==> src/rtl/rvvi_host_cmd_decoder.sv <==
// rvvi_host_cmd_decoder
//   Watches the Ethernet MAC RX AXI-stream and parses each frame once. It
//   decodes the host command frames TRIGIN, SLOWME and RATEIN. For each good
//   command frame it produces a one-cycle pulse, a registered argument word and
//   (for RATEIN) an updated inter-packet delay.
//
// Handshake: a beat transfers on every cycle where RvviAxiRvalid=1. The block
//   is always ready, so there is no tready. Cycles with Rvalid=0 hold all state.
//
// Frame layout (32-bit words, byte0 in [7:0]):
//   word0..2  HDR_PREFIX[95:0]
//   word3     [15:0] = HDR_PREFIX[111:96], [31:16] = command[15:0]
//   word4     command[47:16]
//   word5     argument
//   word6..   padding, ignored
//
// Ports:
//   clk, reset         core clock; synchronous active-high reset
//   RvviAxiR*          RX stream beat (data, strobes, last, valid)
//   TrigPulse          one-cycle pulse for a good TRIGIN frame
//   SlowPulse          one-cycle pulse for a good SLOWME frame
//   RatePulse          one-cycle pulse for a good RATEIN frame
//   CmdArg             argument of the last good command frame
//   RateValue          current inter-packet delay
//   FrameCnt, DropCnt  saturating statistics counters
//   dbg_state          current FSM state (0 HDR, 1 ARG, 2 DRAIN)
//
// Build option: define RVVI_CMD_STATS_EN to implement FrameCnt/DropCnt.
//   Without it, both outputs read 0 and no counter flops are built.
module rvvi_host_cmd_decoder #(
  parameter logic [111:0] HDR_PREFIX = 112'h005c_8f54_0000_1654_4502_1111_6843,
  parameter logic [47:0]  CMD_TRIG   = 48'h6e69_6769_7274,
  parameter logic [47:0]  CMD_SLOW   = 48'h656d_776f_6c73,
  parameter logic [47:0]  CMD_RATE   = 48'h6e69_6574_6172,
  parameter logic [31:0]  RATE_RESET = 32'd2
) (
  input  logic        clk,
  input  logic        reset,
  input  logic [31:0] RvviAxiRdata,
  input  logic [3:0]  RvviAxiRstrb,
  input  logic        RvviAxiRlast,
  input  logic        RvviAxiRvalid,
  output logic        TrigPulse,
  output logic        SlowPulse,
  output logic        RatePulse,
  output logic [31:0] CmdArg,
  output logic [31:0] RateValue,
  output logic [15:0] FrameCnt,
  output logic [15:0] DropCnt,
  output logic [1:0]  dbg_state
);

  typedef enum logic [1:0] {S_HDR = 2'd0, S_ARG = 2'd1, S_DRAIN = 2'd2} state_t;

  // Command selector codes. SEL_NONE also means "no commit pending".
  localparam logic [1:0] SEL_NONE = 2'd0;
  localparam logic [1:0] SEL_TRIG = 2'd1;
  localparam logic [1:0] SEL_SLOW = 2'd2;
  localparam logic [1:0] SEL_RATE = 2'd3;

  state_t      state_q, state_d;
  logic [2:0]  idx_q, idx_d;
  logic [15:0] cmd_lo_q, cmd_lo_d;
  logic [1:0]  sel_q, sel_d;
  logic [31:0] arg_q, arg_d;

  logic        full_strb;
  logic        word_ok;
  logic [47:0] cmd_field;
  logic [1:0]  cmd_code;
  logic        commit;
  logic [1:0]  commit_sel;
  logic [31:0] commit_arg;
  logic        drop;

  assign full_strb = (RvviAxiRstrb == 4'hF);
  assign cmd_field = {RvviAxiRdata, cmd_lo_q};

  always_comb begin
    cmd_code = SEL_NONE;
    if (cmd_field == CMD_TRIG)      cmd_code = SEL_TRIG;
    else if (cmd_field == CMD_SLOW) cmd_code = SEL_SLOW;
    else if (cmd_field == CMD_RATE) cmd_code = SEL_RATE;
  end

  // Does the current header beat match what is expected at this index?
  always_comb begin
    word_ok = 1'b0;
    case (idx_q)
      3'd0:    word_ok = (RvviAxiRdata == HDR_PREFIX[31:0]);
      3'd1:    word_ok = (RvviAxiRdata == HDR_PREFIX[63:32]);
      3'd2:    word_ok = (RvviAxiRdata == HDR_PREFIX[95:64]);
      3'd3:    word_ok = (RvviAxiRdata[15:0] == HDR_PREFIX[111:96]);
      3'd4:    word_ok = (cmd_code != SEL_NONE);
      default: word_ok = 1'b0;
    endcase
    word_ok = word_ok && full_strb;
  end

  always_comb begin
    state_d    = state_q;
    idx_d      = idx_q;
    cmd_lo_d   = cmd_lo_q;
    sel_d      = sel_q;
    arg_d      = arg_q;
    commit     = 1'b0;
    commit_sel = sel_q;
    commit_arg = arg_q;
    drop       = 1'b0;
    if (RvviAxiRvalid) begin
      case (state_q)
        S_HDR: begin
          if (idx_q == 3'd3) cmd_lo_d = RvviAxiRdata[31:16];
          if (RvviAxiRlast) begin
            // A frame that matched so far but ended early is a truncated
            // command. A frame that failed to match is foreign and not counted.
            drop    = word_ok;
            state_d = S_HDR;
            idx_d   = 3'd0;
            sel_d   = SEL_NONE;
          end else if (!word_ok) begin
            state_d = S_DRAIN;
            idx_d   = 3'd0;
            sel_d   = SEL_NONE;
          end else if (idx_q == 3'd4) begin
            state_d = S_ARG;
            idx_d   = 3'd0;
            sel_d   = cmd_code;
          end else begin
            idx_d = idx_q + 3'd1;
          end
        end
        S_ARG: begin
          if (!full_strb) begin
            drop    = 1'b1;
            sel_d   = SEL_NONE;
            state_d = RvviAxiRlast ? S_HDR : S_DRAIN;
          end else if (RvviAxiRlast) begin
            commit     = 1'b1;
            commit_arg = RvviAxiRdata;
            sel_d      = SEL_NONE;
            state_d    = S_HDR;
          end else begin
            arg_d   = RvviAxiRdata;
            state_d = S_DRAIN;
          end
        end
        S_DRAIN: begin
          if (RvviAxiRlast) begin
            commit  = (sel_q != SEL_NONE);
            sel_d   = SEL_NONE;
            state_d = S_HDR;
          end
        end
        default: begin
          state_d = S_HDR;
          idx_d   = 3'd0;
          sel_d   = SEL_NONE;
        end
      endcase
    end
  end

  always_ff @(posedge clk) begin
    if (reset) begin
      state_q   <= S_HDR;
      idx_q     <= 3'd0;
      cmd_lo_q  <= 16'd0;
      sel_q     <= SEL_NONE;
      arg_q     <= 32'd0;
      TrigPulse <= 1'b0;
      SlowPulse <= 1'b0;
      RatePulse <= 1'b0;
      CmdArg    <= 32'd0;
      RateValue <= RATE_RESET;
    end else begin
      state_q   <= state_d;
      idx_q     <= idx_d;
      cmd_lo_q  <= cmd_lo_d;
      sel_q     <= sel_d;
      arg_q     <= arg_d;
      TrigPulse <= commit && (commit_sel == SEL_TRIG);
      SlowPulse <= commit && (commit_sel == SEL_SLOW);
      RatePulse <= commit && (commit_sel == SEL_RATE);
      if (commit) CmdArg <= commit_arg;
      // A zero delay is not a usable rate; keep the previous one.
      if (commit && (commit_sel == SEL_RATE) && (commit_arg != 32'd0))
        RateValue <= commit_arg;
    end
  end

  assign dbg_state = state_q;

`ifdef RVVI_CMD_STATS_EN
  logic [15:0] frame_cnt_q;
  logic [15:0] drop_cnt_q;

  always_ff @(posedge clk) begin
    if (reset) begin
      frame_cnt_q <= 16'd0;
      drop_cnt_q  <= 16'd0;
    end else begin
      if (commit && (frame_cnt_q != 16'hFFFF)) frame_cnt_q <= frame_cnt_q + 16'd1;
      if (drop && (drop_cnt_q != 16'hFFFF))    drop_cnt_q  <= drop_cnt_q + 16'd1;
    end
  end

  assign FrameCnt = frame_cnt_q;
  assign DropCnt  = drop_cnt_q;
`else
  logic unused_stats;
  assign unused_stats = drop;
  assign FrameCnt     = 16'd0;
  assign DropCnt      = 16'd0;
`endif

endmodule
==> config.mk <==
export PLATFORM = sky130hd
export DESIGN_NAME = rvvi_host_cmd_decoder
export DESIGN_NICKNAME = d
export VERILOG_FILES = /design/src/rtl/rvvi_host_cmd_decoder.sv
export SDC_FILE = /design/constraint.sdc
export NUM_CORES = 1
export LEC_CHECK = 0
export ABC_AREA = 1
export CORE_MARGIN = 2
export CORE_UTILIZATION = 30
export CTS_CLUSTER_SIZE = 30
export DETAILED_ROUTE_END_ITERATION = 7
export PLACE_DENSITY = 0.5
export SYNTH_ARGS = -nofsm -noshare
export SYNTH_HDL_FRONTEND = slang
export SYNTH_SLANG_ARGS = --single-unit
==> constraint.sdc <==
create_clock -name clk -period 2.8 [get_ports clk]
set_clock_uncertainty 0.05 [all_clocks]
set_input_delay 0.84 -clock clk [delete_from_list [all_inputs] [get_ports clk]]
set_output_delay 0.84 -clock clk [all_outputs]
set_load 0.005 [all_outputs]
**Word-level counts from Yosys, hierarchy flattened**

Cells that the tools add are included.

- Register bits after elaboration: 122
- Latch bits: 0
- Bits in writable memories: 0
- Bits in read-only memories: 0
- Output and inout bits: 101
- Logic and storage cells: 77
- Memories: 0

- $add $sub $neg: 1
- $mul: 0
- Divide/modulo/power cells: 0
- $lt $le $gt $ge: 0
- Equality and inequality tests: 19
- Shift operators: 0
- Mux-type cells: 29
- Bitwise gates (word level): 2
- Reductions and logical operators: 16

Operators with widths:

| operator | number |
|---|---|
| == test 48 x 47 -> 1 bit, second input constant | 3 |
| 2-to-1 mux 32 bit | 4 |
| == test 32 x 29 -> 1 bit, second input constant | 2 |
| == test 32 bit, second input constant | 1 |
| nonzero test 32 bit | 1 |
| 2-to-1 mux 2 bit | 13 |
| == test 16 x 7 -> 1 bit, second input constant | 1 |
| one-hot mux 2 bit (3 select lines) | 2 |
| 2-to-1 mux 3 bit | 3 |
| == test 2 bit, second input constant | 3 |
| == test 3 x 2 -> 1 bit, second input constant | 2 |
| one-hot mux 3 bit (2 select lines) | 1 |
| AND reduction 3 bit | 2 |
| logical AND 1 bit | 5 |
| one-hot mux 1 bit (5 select lines) | 1 |
| == test 2 x 1 -> 1 bit, second input constant | 2 |
| == test 4 bit, second input constant | 1 |
| 2-to-1 mux 1 bit | 4 |
| inequality test 4 bit, second input constant | 1 |
| AND reduction 2 bit | 2 |
| AND reduction 4 bit | 1 |
| nonzero test 2 bit | 2 |
| adder 3 x 1 -> 3 bit, second input constant | 1 |
| == test 3 x 1 -> 1 bit, second input constant | 1 |
| 7 further kinds | 8 |

**Logic depth before layout (Yosys ltp)**

Gate-level depths: netlist of the first run.

- Depth after elaboration: 10
- Gate-level depth with buffers: 18
- Mapped depth without buffers: 18

**Worst setup path before layout of the first run**

Ideal clock, no wire load.

- Path type: input to register
- Start point: input RvviAxiRstrb[2]
- End point: register RateValue[27]
- Library setup time: 0.116 ns
- Data arrival time: 2.379 ns
- Slack: 0.255 ns
- Cell stages on the path: 15
- Path buffers: 2
- Cell sequence: nand2_1 > nor2_4 > nand4_4 > buf_6 > nand2_1 > o21ai_1 > nor3_1 > nand2_1 > nor2_2 > nand2_2 > nand2_4 > inv_2 > buf_4 > nor2_1 > nor2_1

- Word-level cells in the longest chain between the ends: 6
- Elaborated cells on any way between the ends: 10
- Those cells by class: eq/ne: 1; mux: 6; reduce/logical: 3

RTL lines:

| element | line | source |
|---|---|---|
| start, declared | 40 | `input logic [3:0] RvviAxiRstrb,` |
| == test 4 bit (*) | 76 | `assign full_strb = (RvviAxiRstrb == 4'hF);` |
| 2-to-1 mux 32 bit / 2-to-1 mux 1 bit (equally long branches) | 134 | `if (!full_strb) begin` |
| 2-to-1 mux 32 bit / one-hot mux 1 bit (2 select lines) (equally long branches) | 111 | `case (state_q)` |
| 2-to-1 mux 32 bit / 2-to-1 mux 1 bit (equally long branches) | 110 | `if (RvviAxiRvalid) begin` |
| nonzero test 32 bit / logical AND 1 bit (equally long branches) | 187 | `if (commit && (commit_sel == SEL_RATE) && (commit_arg != 32'd0))` |
| logical AND 1 bit | 187 |  |
| end signal, assigned | 188 | `RateValue <= commit_arg;` |
| end, declared | 47 | `output logic [31:0] RateValue,` |

Mark *: on every way between the ends. The rest lies on a longest branch, timed or not.
A chain may end at the register's enable or synchronous reset.

**Worst setup path in the final report of the first run**

- Start point: input RvviAxiRdata[10]
- End point: register state_q[1] (netlist: dbg_state[1])

- Word-level cells in the longest chain between the ends: 10
- Elaborated cells on any way between the ends: 18
- Those cells by class: eq/ne: 8; mux: 7; reduce/logical: 3

RTL lines:

| element | line | source |
|---|---|---|
| start, declared | 39 | `input logic [31:0] RvviAxiRdata,` |
| == test 48 x 47 -> 1 bit | 83 | `else if (cmd_field == CMD_RATE) cmd_code = SEL_RATE;` |
| 2-to-1 mux 2 bit | 83 |  |
| 2-to-1 mux 2 bit | 82 | `else if (cmd_field == CMD_SLOW) cmd_code = SEL_SLOW;` |
| 2-to-1 mux 2 bit | 81 | `if (cmd_field == CMD_TRIG) cmd_code = SEL_TRIG;` |
| nonzero test 2 bit | 94 | `3'd4: word_ok = (cmd_code != SEL_NONE);` |
| one-hot mux 1 bit (5 select lines) (*) | 89 | `case (idx_q)` |
| logical AND 1 bit (*) | 97 | `word_ok = word_ok && full_strb;` |
| 2-to-1 mux 2 bit | 121 | `end else if (!word_ok) begin` |
| 2-to-1 mux 2 bit | 114 | `if (RvviAxiRlast) begin` |
| one-hot mux 2 bit (3 select lines) | 111 |  |
| end signal, assigned | 177 | `state_q <= state_d;` |
| end, declared | 61 | `state_t state_q, state_d;` |

Marked as above.

==> run_results.csv, run 1 <==
group,metric,value,unit
critical_path,cp-startpoint,"RvviAxiRdata[10]",
cts,cts_inserted_buffers,17,
drt,vias,6011,
global_routing,grt_overflow,0,
sta,period_minus_slack,2.619,ns
drt,drt_iter0_drc,328,
global_routing,grt.total_usage,16.44,%
placement,dp_slack,-0.4992,ns
drt,drc,0,
floorplan,die_area,21150,um^2
global_routing,grt_pass1_wl,28.28,mm
synthesis,netlist-cell-type-count,28,
final_layout,utilization,46.28,%
sta,slew_viol_final,0,
critical_path,slowest_stage,"clkdlybuf4s50_1",
drt,drt-total-wl,18.18,mm
hold_path,hold_start,"cmd_lo_q[4]$_SDFFE_PP0P_",
global_routing,grt_use_met1,24.06,%
final_layout,area_delta_synth_final,50.60,%
cts,hold_buffers,0,
critical_path,critical-path-max-stage-delay,0.51,ns
placement,place_congestion,0.8757,
cts,insertion_delay,0.42,ns
synthesis,synth_cells,885,
floorplan,rows,51,
critical_path,cp.required,3.06,ns
floorplan,start_util,30.73,%
synthesis,synth.top_cell.area_share,40.70,%
global_routing,busiest_layer,"met1",
floorplan,core_area,19530,um^2
cts,cts_root_buf,"clkbuf_16",
drt,via_per_inst,4.372,
critical_path,path_cells,"clkdlybuf4s50_1, nand2_1, nor2_2, nand3_1, nor2_1, nand3_1, nand3_1, nand2_1, nand2_1, buf_4, nand2_1, buf_4, nand2_1, o21ai_0, nor2_1, nor2_1",
global_routing,use_met2,23.93,%
power_and_ir_drop,ir_drop,0.0004142,V
synthesis,ys_seq_area_share,40.70,%
critical_path,critPathCaptureType,"register",
cts,clk_path_buf_depth,2,
final_layout,fin_cells,1375,
placement,portBuffers,108,
synthesis,ys_ff_latch,122,
global_routing,grt_max_degree,80,
run_status,outcome,"complete, no violations",
cts,clk_pin_slew_worst_paths,0.06,ns
sta,period_share,93.54,%
final_layout,drive_gt1_share,18.74,%
floorplan,die_h,145.4,um
power_and_ir_drop,p_per_area,468.0,nW/um^2
synthesis,ys_top_cells_by_area,"dfxtp_1 (41%), nand2_1 (12%), o21ai_0 (8.0%)",
global_routing,grt_pass1_vias,5360,
critical_path,crit_top_cell,"nand2_1",
power_and_ir_drop,p_leak,0.003960,uW
critical_path,crit_family,"simple AND/OR/NAND/NOR gates",
placement,placed_cells,1331,
synthesis,syn_avg_cell_area,6.781,um^2
drt,wl_per_cell,13.22,um
critical_path,crit_buf_inv,3,
sta,max_freq,381.8,MHz
final_layout,final_nets,1146,
sta,setup_viol,0,
critical_path,cp_max_fo,2,
drt,first_pass_iters,5,
cts,htreeDepth,4,
sta,holdWs,0.3944,ns
synthesis,ys_warn_count,0,
cts,clock-sinks,122,
sta,layout_setup_ws,0.1810,ns
flow_run,max_cap_violations,0,
critical_path,path_class,"in2reg",
critical_path,start_kind,"primary input",
placement,dp_hpwl,13.42,mm
floorplan,io_pins,141,
synthesis,synth_area,6001,um^2
synthesis,synth_top_area_cell,"dfxtp_1",
final_layout,diodes,0,
sta,hold_viol_final,0,
hold_path,min_path_type,"reg2reg",
global_routing,antenna_found_initial,0,
floorplan,die_w,145.4,um
global_routing,grt_use_met3,3.950,%
critical_path,crit-reg2reg-launch,"dbg_state[1]$_SDFFE_PP0P_",
cts,cts_tree,"yes",
drt,antenna_left,0,
critical_path,crit_arrival,2.88,ns
final timing paths:
path | cells past startpoint | slack, ns | to
setup / recovery | 16 | 0.18 | dbg_state[1]$_SDFFE_PP0P_
hold / removal | 2 | 0.39 | cmd_lo_q[4]$_SDFFE_PP0P_
setup reg to reg | 18 | 0.20 | RateValue[16]$_SDFFE_PP0P_
hold reg to reg | 2 | 0.39 | cmd_lo_q[4]$_SDFFE_PP0P_
per-layer routing:
layer / routed length [um] / vias to the layer above
li1: - / 3194
met2: 7942 / 146
met3: 897 / 16
met4: 215 / 0
met1: 9120 / 2655
met5: 0 / -
registers in the layout (all words and copies together), names as in the netlist:
register,flops
RatePulse,1
RateValue,32
arg_q,32
dbg_state,2
CmdArg,32
TrigPulse,1
cmd_lo_q,16
SlowPulse,1
idx_q,3
commit_sel,2
stage by stage:
stage          total power [uW]  setup TNS [ns]  instance area, um^2
5_1_grt                    4395       -0.007355                 9037
3_3_place_gp               2117          -16.47                 8023
2_1_floorplan              1947               0                 6117
3_5_place_dp               2116          -16.94                 8023
6_report                   4229               0                 9037
4_1_cts                    4266               0                 8601
worst reg2reg max path, cell delays in order, from the launching register on:
cell and delay (ns):
dfxtp_1 0.39, inv_1 0.10, ha_1 0.23, nand4_4 0.11, buf_12 0.15, buf_12 0.12, clkbuf_16 0.16, nand2_1 0.10
o21ai_4 0.07, inv_1 0.06, nor2_1 0.09, nand4_1 0.12, nor2_1 0.14, nand2_2 0.08, nand2_4 0.13, buf_4 0.15
clkbuf_16 0.14, o21ai_0 0.07, nor2_1 0.09
cell usage after synthesis:
cell / number
a21oi_1: 85
and3_1: 1
buf_2: 4
buf_4: 35
buf_6: 7
clkbuf_1: 28
conb_1: 1
dfxtp_1: 122
ha_1: 9
inv_1: 94
inv_2: 1
nand2_1: 193
nand2_2: 1
nand2_4: 1
nand3_1: 23
nand4_1: 7
nand4_4: 1
nor2_1: 128
nor2_2: 1
nor2_4: 1
nor3_1: 12
nor3_2: 1
nor4_1: 3
nor4_2: 1
o21ai_0: 96
o21ai_1: 18
o21ai_2: 10
o31ai_1: 1
final cells by class:
| type | count | area [um^2] |
|---|---|---|
| fillers | 2056 | 10490 |
| multi-input cells | 625 | 3027 |
| flip-flops and latches | 122 | 2442 |
| repair buffers | 236 | 2302 |
| clock buffers | 20 | 446.7 |
| inverters | 95 | 364.1 |
| well taps | 265 | 331.6 |
| clock inverters | 12 | 123.9 |
timing repair:
action | in CTS | in global routing
cloned | 0 | 6
pin swaps | 0 | 4
setup buffers | 0 | 6
setup endpoints to repair | 32 | 37
endpoints found under the hold margin | 0 | 0
resized for setup | 4 | 61
cells by family (layout without fill, tap and decap cells):
group	count (synthesis)	after routing	share of synthesized area, %
flip-flops	122	122	40.70
adder cells (fa/ha/maj)	9	9	1.877
AO/OA/AOI/OAI	210	210	18.18
AND/OR/NAND/NOR	374	374	25.46
other	1	32	0.06249
buffers and inverters	169	363	13.72
where the power goes:
part	switching, uW	leakage, uW	internal (uW)
Clock	815	0.000272	1330
Combinational	183	0.00271	155
Sequential	6.01	0.000983	1740
Total	1000	0.00396	3230
cells in the final DEF, fill, tap and decap left out, drive strengths merged:
cell type        n
a21oi           85
and3             1
buf            122
bufinv           2
clkbuf          26
clkdlybuf4s50  100
clkinv           5
clkinvlp         4
conb            32
dfxtp          122
dlymetal6s2s     8
ha               9
inv             96
nand2          195
nand3           23
nand4            8
nor2           130
nor3            13
nor4             4
o21ai          124
o31ai            1
Power figures use the tool's default switching activity.
==> run 2: changes to the inputs <==
--- a/config.mk
+++ b/config.mk
@@ -10,7 +10,6 @@
 export CORE_UTILIZATION = 30
 export CTS_CLUSTER_SIZE = 30
 export DETAILED_ROUTE_END_ITERATION = 7
-export PLACE_DENSITY = 0.5
 export SYNTH_ARGS = -nofsm -noshare
 export SYNTH_HDL_FRONTEND = slang
 export SYNTH_SLANG_ARGS = --single-unit
==> run 2 against run 1 <==
Global-route usage down 0.51 points. Total power up 0.28%. Sequential share of layout area up 0.40 points. Die area unchanged.
==> run_results.csv, run 2 (synthesized netlist as in run 1, its figures left out) <==
group,metric,value,unit
sta,rsz0062_at_grt,"false",
power_and_ir_drop,p_leak,0.003928,uW
drt,drc,0,
cts,clk_path_buf_depth,2,
power_and_ir_drop,seq_power_share,41.3,%
critical_path,critical-path-max-stage-delay,0.59,ns
critical_path,cp_max_fo,5,
power_and_ir_drop,finalPower,4241,uW
placement,dp_slack,-0.4447,ns
drt,via_per_inst,4.391,
final_layout,drive_gt1_share,17.80,%
final_layout,fin_cells,1372,
critical_path,crit_arrival,2.88,ns
power_and_ir_drop,ir_drop,0.0003682,V
final_layout,final_cell_mix,"nand2_1 (189), dfxtp_1 (122), nor2_1 (121), buf_4 (106), clkdlybuf4s50_1 (98)",
hold_path,min_path_type,"reg2reg",
placement,placed_cells,1330,
floorplan,die_w,145.4,um
final_layout,area_delta_synth_final,48.42,%
flow_run,max_cap_violations,0,
critical_path,critPathCaptureType,"register",
global_routing,grt_max_degree,98,
global_routing,grt_pass1_vias,5376,
cts,cts_tree,"yes",
cts,hold_buffers,0,
floorplan,core_area,19530,um^2
global_routing,grt.total_usage,15.94,%
sta,holdWs,0.3947,ns
floorplan,rows,51,
cts,cts_inserted_buffers,17,
floorplan,start_util,30.73,%
cts,clk_pin_slew_worst_paths,0.06,ns
drt,antenna_left,0,
final_layout,top_regs,"CmdArg x32, RateValue x32, arg_q x32",
power_and_ir_drop,comb_power_share,7.7,%
critical_path,path_cells,"clkdlybuf4s50_1, buf_4, nand2_1, nand3_1, nand2_1, nand2_1, nor2_1, nand2_1, nor2_1, nor2_1, nand2_1, nand4_1, buf_4, nand3_1, nand2_1, nand2_1, nor2_1",
critical_path,path_class,"in2reg",
sta,max_freq,388.1,MHz
drt,drt-total-wl,17.36,mm
final_layout,diodes,0,
drt,wl_per_cell,12.65,um
placement,place_congestion,0.8599,
global_routing,grt_pass1_wl,27.39,mm
cts,clock-sinks,122,
floorplan,die_h,145.4,um
final_layout,final.fill_count,1992,
placement,portBuffers,108,
run_status,outcome,"complete, no violations",
drt,first_pass_iters,5,
final_layout,final_nets,1143,
sta,setup_viol,0,
power_and_ir_drop,power.net_switching,1014,uW
power_and_ir_drop,power.clock.fraction,51.1,%
power_and_ir_drop,swShare,23.90,%
global_routing,antenna_found_initial,0,
drt,drt_iter0_drc,337,
placement,dp_hpwl,12.95,mm
floorplan,io_pins,141,
power_and_ir_drop,p_per_area,476.2,nW/um^2
final_layout,final_common_cell,"nand2_1",
sta,layout_setup_ws,0.2236,ns
sta,period_minus_slack,2.576,ns
critical_path,slowest_stage,"clkdlybuf4s50_1",
cts,htreeDepth,4,
sta,period_share,92.01,%
sta,slew_viol_final,0,
critical_path,crit_top_cell,"nand2_1",
power_and_ir_drop,intPower,3227,uW
critical_path,start_kind,"primary input",
cts,cts_root_buf,"clkbuf_16",
drt,vias,6024,
sta,hold_viol_final,0,
critical_path,cp.required,3.11,ns
global_routing,grt_overflow,0,
floorplan,die_area,21150,um^2
cts,insertion_delay,0.42,ns
[run 2: worst paths after layout]
| check | startpoint | endpoint | slack (ns) | cells after the start |
|---|---|---|---|---|
| worst max-delay path | RvviAxiRdata[24] | dbg_state[1]$_SDFFE_PP0P_ | 0.22 | 17 |
| worst min-delay path | cmd_lo_q[6]$_SDFFE_PP0P_ | cmd_lo_q[6]$_SDFFE_PP0P_ | 0.39 | 2 |
| worst max register to register | dbg_state[1]$_SDFFE_PP0P_ | RateValue[12]$_SDFFE_PP0P_ | 0.29 | 17 |
| worst min register to register | cmd_lo_q[6]$_SDFFE_PP0P_ | cmd_lo_q[6]$_SDFFE_PP0P_ | 0.39 | 2 |
[run 2: timing repair]
action,CTS,global route
gates resized for setup,3,38
endpoints found under the setup margin,6,39
setup buffers,0,4
cloned,0,6
pin swaps,0,7
[run 2: worst max-delay path, delay by kind of cell]
kind	cells	cell delay, ns
buffers and inverters	3	0.90
AND/OR/NAND/NOR	14	1.14
[run 2: area by class of cell]
cell class	count	area [um^2]	share of cell area, %
multi-input combinational	625	2928	32.87
inverter	95	364.1	4.088
timing repair buffer	233	2255	25.32
clock inverter	14	146.4	1.644
clock buffer	18	439.2	4.931
sequential	122	2442	27.42
tap	265	331.6	3.723
[run 2: layer usage]
layer / track usage (%) / routed length (um) / vias up
li1: - / - / 3198
met1: 22.37 / 8566 / 2649
met2: 24.29 / 7738 / 155
met3: 3.856 / 825 / 22
met4: 4.657 / 227 / 0
met5: 0 / 0 / -
[run 2: power groups by stage]
stage          clock, uW  combinational, uW  sequential [uW]
3_5_place_dp           0                319             1790
5_1_grt             2290                359             1750
2_1_floorplan          0                159             1790
6_report            2170                325             1750
3_3_place_gp           0                319             1790
4_1_cts             2210                321             1750
[run 2: per-stage QoR]
stage	TNS (ns)	util, %	area, um^2
finish	0	45.61	8906
global route	0	45.61	8906
CTS	0	44.23	8637
detailed placement	-15.75	41.18	8040
global placement	-15.29	41.18	8040
floorplan	0	-	6117
